### config.mk
export PLATFORM = sky130hd
export DESIGN_NAME = display_scan_ctrl
export DESIGN_NICKNAME = d
export VERILOG_FILES = /design/src/rtl/display_pkg.sv /design/src/rtl/display_scan_timer.sv /design/src/rtl/display_scan_ctrl.sv
export SDC_FILE = /design/constraint.sdc
export NUM_CORES = 1
export LEC_CHECK = 0
export CORE_MARGIN = 10
export CORE_UTILIZATION = 40
export CTS_BUF_LIST = sky130_fd_sc_hd__clkbuf_4
export DETAILED_ROUTE_END_ITERATION = 10
export DONT_BUFFER_PORTS = 1
export SYNTH_ARGS = -nofsm -noshare
export SYNTH_HDL_FRONTEND = slang
export SYNTH_SLANG_ARGS = --single-unit
### constraint.sdc
create_clock -name clk -period 13.64 [get_ports clk]
set_input_delay 2.046 -clock clk [delete_from_list [all_inputs] [get_ports clk]]
set_output_delay 2.046 -clock clk [all_outputs]
set_load 0.005 [all_outputs]
### src/rtl/display_pkg.sv
// Shared constants and the brightness window helper for the 7-segment scan controller.
package display_pkg;

  localparam int unsigned BCD_W = 4;

  localparam logic [1:0] SLOT_UND = 2'd0;
  localparam logic [1:0] SLOT_DEZ = 2'd1;
  localparam logic [1:0] SLOT_CEN = 2'd2;
  localparam logic [1:0] SLOT_MIL = 2'd3;

  localparam logic [3:0] DSEL_OFF = 4'b1111;

  // Number of lit cycles per slot; (level+1)*span < 2^32 for any realistic TICK_DIV.
  function automatic logic [31:0] on_limit_f(input logic [31:0] span,
                                             input logic [31:0] level,
                                             input int unsigned bright_w);
    logic [31:0] prod;
    prod = (level + 32'd1) * span;
    return prod >> bright_w;
  endfunction

endpackage

### src/rtl/display_scan_timer.sv
// Slot timer: cycle counter within a digit slot and the 0..3 slot index.
module display_scan_timer
  import display_pkg::*;
#(
  parameter  int unsigned TICK_DIV = 100000,
  localparam int unsigned CNT_W    = $clog2(TICK_DIV)
) (
  input  logic             clk,
  input  logic             rst,
  output logic [CNT_W-1:0] cnt_o,
  output logic [1:0]       slot_o,
  output logic             slot_end_o,
  output logic             frame_end_o
);

  logic [CNT_W-1:0] cnt_q, cnt_d;
  logic [1:0]       slot_q, slot_d;
  logic             slot_end;

  assign slot_end = (cnt_q == CNT_W'(TICK_DIV - 1));

  always_comb begin
    cnt_d  = cnt_q + CNT_W'(1);
    slot_d = slot_q;
    if (slot_end) begin
      cnt_d  = '0;
      slot_d = slot_q + 2'd1;
    end
  end

  always_ff @(posedge clk) begin
    if (rst) begin
      cnt_q  <= '0;
      slot_q <= SLOT_UND;
    end else begin
      cnt_q  <= cnt_d;
      slot_q <= slot_d;
    end
  end

  assign cnt_o       = cnt_q;
  assign slot_o      = slot_q;
  assign slot_end_o  = slot_end;
  assign frame_end_o = slot_end && (slot_q == SLOT_MIL);

endmodule

### src/rtl/display_scan_ctrl.sv
// Basys3 4-digit 7-segment scan controller: update handshake, frame-aligned apply,
// leading-zero blanking, dead time and brightness window, registered outputs.
module display_scan_ctrl
  import display_pkg::*;
#(
  parameter int unsigned TICK_DIV = 100000,
  parameter int unsigned DEAD     = 64,
  parameter int unsigned BRIGHT_W = 3
) (
  input  logic                clk,
  input  logic                rst,
  input  logic                enable,
  input  logic                upd_valid,
  output logic                upd_ready,
  input  logic [15:0]         upd_digits,
  input  logic [3:0]          upd_dp,
  input  logic                blank_lz,
  input  logic [BRIGHT_W-1:0] bright,
  output logic [1:0]          muxsel,
  output logic [3:0]          digit,
  output logic [3:0]          dsel,
  output logic                dp,
  output logic                frame_tick
);

  localparam int unsigned CNT_W = $clog2(TICK_DIV);

  logic [CNT_W-1:0] cnt;
  logic [1:0]       slot;
  logic             slot_end;
  logic             frame_end;

  display_scan_timer #(.TICK_DIV(TICK_DIV)) u_timer (
    .clk         (clk),
    .rst         (rst),
    .cnt_o       (cnt),
    .slot_o      (slot),
    .slot_end_o  (slot_end),
    .frame_end_o (frame_end)
  );

  frame_in_slot_end_a : assert property (@(posedge clk) disable iff (rst) frame_end |-> slot_end);

  // {digits[15:0], dp[3:0]}
  logic [19:0] shadow_q, shadow_d;
  logic [19:0] active_q, active_d;
  logic        pending_q, pending_d;
  logic        accept;

  assign accept    = upd_valid & ~pending_q;
  assign upd_ready = ~pending_q;

  // Accept only happens with pending clear, so it never collides with an apply;
  // a value accepted on the boundary edge waits for the following boundary.
  always_comb begin
    shadow_d  = shadow_q;
    active_d  = active_q;
    pending_d = pending_q;
    if (frame_end && pending_q) begin
      active_d  = shadow_q;
      pending_d = 1'b0;
    end
    if (accept) begin
      shadow_d  = {upd_digits, upd_dp};
      pending_d = 1'b1;
    end
  end

  logic [15:0] active_digits;
  logic [3:0]  active_dp;
  logic [3:0]  blank_vec;
  logic        zero_run;

  assign active_digits = active_q[19:4];
  assign active_dp     = active_q[3:0];

  always_comb begin
    blank_vec = '0;
    zero_run  = blank_lz;
    for (int unsigned k = 0; k < 3; k++) begin
      zero_run         = zero_run & (active_digits[(3-k)*BCD_W +: BCD_W] == '0);
      blank_vec[3-k]   = zero_run;
    end
  end

  logic [31:0] on_limit;
  logic [31:0] cnt_ext;
  logic        on_window;
  logic        lit;

  assign on_limit  = on_limit_f(32'(TICK_DIV - DEAD), 32'(bright), BRIGHT_W);
  assign cnt_ext   = 32'(cnt);
  assign on_window = (cnt_ext >= DEAD) && (cnt_ext < DEAD + on_limit);
  assign lit       = enable & ~blank_vec[slot] & on_window;

  logic [1:0] muxsel_q, muxsel_d;
  logic [3:0] digit_q, digit_d;
  logic [3:0] dsel_q, dsel_d;
  logic       dp_q, dp_d;
  logic       frame_tick_q, frame_tick_d;

  always_comb begin
    muxsel_d     = slot;
    digit_d      = active_digits[slot*BCD_W +: BCD_W];
    dsel_d       = DSEL_OFF;
    dsel_d[slot] = ~lit;
    dp_d         = ~(active_dp[slot] & lit);
    frame_tick_d = frame_end;
  end

  always_ff @(posedge clk) begin
    if (rst) begin
      shadow_q     <= '0;
      active_q     <= '0;
      pending_q    <= 1'b0;
      muxsel_q     <= SLOT_UND;
      digit_q      <= '0;
      dsel_q       <= DSEL_OFF;
      dp_q         <= 1'b1;
      frame_tick_q <= 1'b0;
    end else begin
      shadow_q     <= shadow_d;
      active_q     <= active_d;
      pending_q    <= pending_d;
      muxsel_q     <= muxsel_d;
      digit_q      <= digit_d;
      dsel_q       <= dsel_d;
      dp_q         <= dp_d;
      frame_tick_q <= frame_tick_d;
    end
  end

  assign muxsel     = muxsel_q;
  assign digit      = digit_q;
  assign dsel       = dsel_q;
  assign dp         = dp_q;
  assign frame_tick = frame_tick_q;

endmodule

======== Word level (Yosys, flattened, before mapping) ========
Index checks and enable logic that the tools add are counted.
storage, ports and cells
  bits in registers ....................... 72
  bits of input ports ..................... 28
  output and inout bits ................... 13
  logic and storage cells ................. 52
cells by class
  $add $sub $neg .......................... 4
  $mul .................................... 1
  magnitude comparators ................... 4
  equality and inequality tests ........... 2
  shift operators ......................... 1
  mux-type cells .......................... 8
  bitwise logic cells ..................... 13
  reductions and logical operators ........ 9
operators with widths
  operator                                              number
  adder 7 x 18 -> 19 bit, first input constant          1
  < comparator 17 x 19 -> 1 bit                         1
  adder 17 x 1 -> 17 bit, second input constant         1
  == test 17 bit, second input constant                 1
  >= comparator 17 x 7 -> 1 bit, second input constant  1
  multiplier 4 x 12 -> 16 bit, second input constant    1
  variable part select 16 x 5 -> 4 bit                  1
  zero test 4 bit                                       3
  bitwise AND 1 bit                                     7
  two-way mux 1 bit                                     5
  adder 3 x 1 -> 4 bit, second input constant           1
  binary-select mux 1 bit (select 2 bit)                2
  logical AND 1 bit                                     4
  NOT 1 bit                                             4
  NOT 4 bit                                             1
  bitwise OR 4 bit                                      1
  < comparator 2 x 3 -> 1 bit, second input constant    1
  adder 2 x 1 -> 2 bit, second input constant           1
  demux 1 bit (select 2 bit)                            1
  == test 2 bit, second input constant                  1
  >= comparator 2 x 1 -> 1 bit, second input constant   1
  nonzero test 2 bit                                    1
  OR reduction 2 bit                                    1

======== Logic depth before layout (Yosys ltp) ========
  word-level depth ........................ 11
  mapped depth ............................ 22
  mapped depth without buffers ............ 21

======== Modules after synthesis ========
A second synthesis with hierarchy kept.
second synthesis, totals
  cells, all modules ...................... 458
  area total of the unflattened synthesis .. 3842.4 sq um
modules (own cells, without submodules)
  module              times used  cells an instance  area each (sq um)  seq. area each (sq um)
  display_scan_ctrl   1           359                2956.6             1061.0
  display_scan_timer  1           99                 885.8              380.4

======== Worst setup path after synthesis ========
Ideal clock, no wire load.
  path type ............................... input -> register
  from .................................... in bright[0]
  to ...................................... reg dp_q (netlist: dp)
  setup time .............................. 0.125 ns
  arrival time ............................ 6.131 ns
  required time ........................... 13.515 ns
  path slack .............................. 7.384 ns
  stages .................................. 19
  path buffers ............................ 0
  path through ............................ ha_1 > xor2_1 > inv_1 > ha_1 > ha_1 > or2_2 > ha_1 > a21o_1 > a211o_2 > a211oi_2 > nor4b_4 > a211oi_1 > xnor2_1 > ha_1 > and4_1 > a2111oi_0 > a31oi_1 > nor2_1 > o21ai_1
between the ends
  cells in the longest elaborated chain, start to end .. 8
ends and longest elaborated chain
  element                        RTL line                  RTL
  start, declared                display_scan_ctrl.sv:18   input logic [BRIGHT_W-1:0] bright,
  adder 3 x 1 -> 4 bit           display_pkg.sv:18         prod = (level + 32'd1) * span;
  multiplier 4 x 12 -> 16 bit    display_pkg.sv:18
  adder 7 x 18 -> 19 bit         display_scan_ctrl.sv:93   assign on_window = (cnt_ext >= DEAD) && (cnt_ext < DEAD + on_limit);
  < comparator 17 x 19 -> 1 bit  display_scan_ctrl.sv:93
  logical AND 1 bit              display_scan_ctrl.sv:93
  bitwise AND 1 bit              display_scan_ctrl.sv:94   assign lit = enable & ~blank_vec[slot] & on_window;
  bitwise AND 1 bit              display_scan_ctrl.sv:107  dp_d = ~(active_dp[slot] & lit);
  NOT 1 bit                      display_scan_ctrl.sv:107
  end signal, assigned           display_scan_ctrl.sv:128  dp_q <= dp_d;
  end, declared                  display_scan_ctrl.sv:99   logic dp_q, dp_d;
Every way passes these cells.
A chain may end at the register's enable or synchronous reset.

======== Worst setup path after layout ========
  from .................................... in bright[0]
  to ...................................... reg dsel_q[3] (netlist: dsel[3])
between the ends
  cells in the longest elaborated chain, start to end .. 8
ends and longest elaborated chain
  element                        RTL line                  RTL
  adder 3 x 1 -> 4 bit           display_pkg.sv:18
  multiplier 4 x 12 -> 16 bit    display_pkg.sv:18
  adder 7 x 18 -> 19 bit         display_scan_ctrl.sv:93
  < comparator 17 x 19 -> 1 bit  display_scan_ctrl.sv:93
  logical AND 1 bit              display_scan_ctrl.sv:93
  bitwise AND 1 bit              display_scan_ctrl.sv:94
  NOT 1 bit                      display_scan_ctrl.sv:106  dsel_d[slot] = ~lit;
  bitwise OR 4 bit (no line)     -
  end signal, assigned           display_scan_ctrl.sv:127  dsel_q <= dsel_d;
  end, declared                  display_scan_ctrl.sv:98   logic [3:0] dsel_q, dsel_d;
Every way passes these cells.

==> results.tsv <==
metric	value	unit
path_class	input pin to flop	
hold_viol	0	
hp-class	flop to flop	
cap_violations	0	
grt_setup_unrepaired	no	
fin_setup_tns	0	ns
die_x	119	um
skew	0.0187	ns
hold_end	active_q[0]$_SDFFE_PP0P_	
min_period_over_period	0.483	
crit_path_top_delay_cell	ha_1	
synth_compound_area_frac	0.150	
seqPwrFrac	0.508	
cts_hold_buf	0	
crit_path_frequent_cell	ha_1	
ant_nets	0	
p_comb_frac	0.165	
pwr-share-clk	0.327	
p_sw_frac	0.299	
worst_pin_slew	1.23	ns
synth_fp_nets	535	
cts_root_buf	clkbuf_4	
start_kind	input pin	
holdCritStartpoint	active_q[0]$_SDFFE_PP0P_	
ys_warn_count	0	
regToRegStartpoint	u_timer.cnt_o[0]$_SDFF_PP0_	
use_met1	0.171	
placement.io_buffers	0	
cts_tree	yes	
worstReg2RegEnd	active_q[0]$_SDFFE_PP0P_	
routed_via_density	5.27	
endpoint_kind	flop	
grt_pass1_vias	3098	
async_flop_share	0	
synth_xor_area_frac	0.0705	
grt-ovfl-total	0	
internal_power	0.000300	W
diodes	0	
max_slew_margin	0.177	
drt-initial-drc-count	182	
start_util	0.407	
multi_input_area	0.00233	mm2
netlist_area	0.00396	mm2
antenna_found_initial	0	
place_inst	581	
placeableCoreArea	0.00973	mm2
htreeDepth	3	
wl	8940	um
numCtsBuffers	9	
muxShareOfSynthArea	0.0310	
avgSynthCellArea	8.37	um2
whs_path_depth	2	
power_switching	0.000128	W
gp_congestion	0.874	
syn_to_final_growth	4.84	%
worstPathMaxFanout	13	
rrSetupSlack	11.09	ns
worst_slack	7.05	ns
dieArea	0.0143	mm2
layout-drive-gt1-share	0.0797	
pwr_density_cell	103	mW/mm2
vias	3148	
path_cells	ha_1, xor2_1, ha_1, ha_1, ha_1, a211oi_1, o41a_1, o221a_2, nor4b_4, a211oi_1, xnor2_1, ha_1, and4_1, a2111oi_0, a31oi_1, nor2_1, o21ai_1	
netlist_instances	473	
track_usage	0.129	
cts.sinks	72	
yosys.area_share.simple	0.230	
period_needed	6.59	ns
synth.distinct_cells	62	
leakagePower	1.56	nW
slew_viol_final	0	
routedWlPerCell	15.0	um
final-setup-viol-count	0	
die_h	119	um
grt_pass1_wl	15500	um
clk_latency	0.42	ns
ir_drop	0.0585	mV
fillCellCount	1006	
status	completed	
final_cells	597	
hpwl	6660	um
route.detailed.drc	0	
grt.busiest_layer	met2	
grt_util_met3	0.0378	
synth_seq_area_share	0.364	
pre_cts_ws	6.68	ns
max_freq	0.152	GHz
met2_usage	0.197	
cts_resized	0	
io_pins	41	
yosys.area_share.adder	0.107	
drt_pass1_iterations	4	
slowest_delay	0.59	ns
worstPathArrival	6.90	ns
synth_top_family_by_area	simple AND/OR/NAND/NOR gates	
cts_setup_buffers	0	
clk_path_buf_depth	2	
clk_pin_slew_worst_paths	0.14	ns
ys_ff_latch	72	
yosys_most_used_dff	dfxtp_1	
required	13.94	ns
reg2reg_depth	7	
num-nets-final	521	
num_rows	36	
grt_max_degree	50	
seqCellArea	0.00144	mm2
synth_edf_count	0	
worst max path at each step:
stage / startpoint / depth (start not counted) / end / slack, ns
after CTS: bright[0] / 17 / dsel[3]$_SDFF_PP1_ / 7.13
after global placement: bright[0] / 17 / dsel[1]$_SDFF_PP1_ / 6.76
after floorplan: bright[0] / 19 / dp$_SDFF_PP1_ / 7.38
final: bright[0] / 17 / dsel[3]$_SDFF_PP1_ / 7.05
after detailed placement: bright[0] / 17 / dsel[3]$_SDFF_PP1_ / 6.68
after global routing: bright[0] / 17 / dsel[3]$_SDFF_PP1_ / 6.71
cell families after synthesis:
kind of cell / count (synthesis)
multiplexers: 6
flip-flops: 72
XOR/XNOR: 31
AND/OR/NAND/NOR: 193
AO/OA/AOI/OAI: 95
adder cells (fa/ha/maj): 34
buffers and inverters: 42
cell usage after synthesis, drive strengths merged, types with 6 or more instances:
library cell  number  share of area
a21oi             49          0.062
xnor2             13          0.029
nor2              34          0.032
dfxtp             72           0.36
xor2              18          0.042
clkbuf            15          0.014
o21ai             14          0.018
buf               10          0.016
nand3             11          0.014
nor4               6         0.0095
and4               6          0.014
inv               17          0.016
ha                34           0.11
nand2            101          0.096
power by group through the flow:
stage	Combinational [W]	Clock (W)	Sequential [W]
after CTS	0.0000702	0.000144	0.000217
final	0.0000705	0.000140	0.000217
after global placement	0.0000686	0	0.000222
after floorplan	0.0000591	0	0.000221
after detailed placement	0.0000698	0	0.000222
after global routing	0.0000806	0.000155	0.000218
layout make-up:
class	instances	share of cell area
clock inverter	7	0.0190
multi-input combinational	359	0.562
inverter	17	0.0154
tap	133	0.0401
clock buffer	9	0.0163
sequential	72	0.347
stage by stage:
step	util	area, um2	power (W)	hold WS (ns)
6_report	0.427	4150	0.000428	0.456
2_1_floorplan	-	3960	0.000280	0.429
3_3_place_gp	0.412	4000	0.000291	0.431
3_5_place_dp	0.412	4000	0.000292	0.437
4_1_cts	0.427	4150	0.000432	0.458
5_1_grt	0.427	4150	0.000454	0.477
worst max-delay path, delay by kind of cell:
family | cells | cell delay [ns]
xor gates and xnor gates | 2 | 0.40
and+or+nand+nor | 3 | 0.82
AOI/OAI and AO/OA | 7 | 1.73
adders and majority gates | 5 | 1.90
cell usage in the layout (no fill, tap or decap), types with 6 or more instances in the layout:
master	instances
ha_1	34
dfxtp_1	72
xnor2_1	13
nor4_1	6
nand2_1	101
xor2_1	17
nand3_1	11
inv_1	16
a21oi_1	49
clkbuf_4	9
nor2_1	34
o21ai_0	9
flip-flops by register name, summed over array words and instances, names as in the netlist:
| name | count |
|---|---|
| digit | 4 |
| dp | 1 |
| shadow_q | 20 |
| frame_tick | 1 |
| u_timer.cnt_o | 17 |
| muxsel | 2 |
| active_q | 20 |
| u_timer.slot_o | 2 |
| dsel | 4 |
| pending_q | 1 |
per-layer routing:
metal	share of wire	wire [um]
met2	0.44	3950
met5	0	0
met3	0.052	465
met4	0.015	137
met1	0.49	4380
Note: power is estimated with default switching activity, not from simulation.
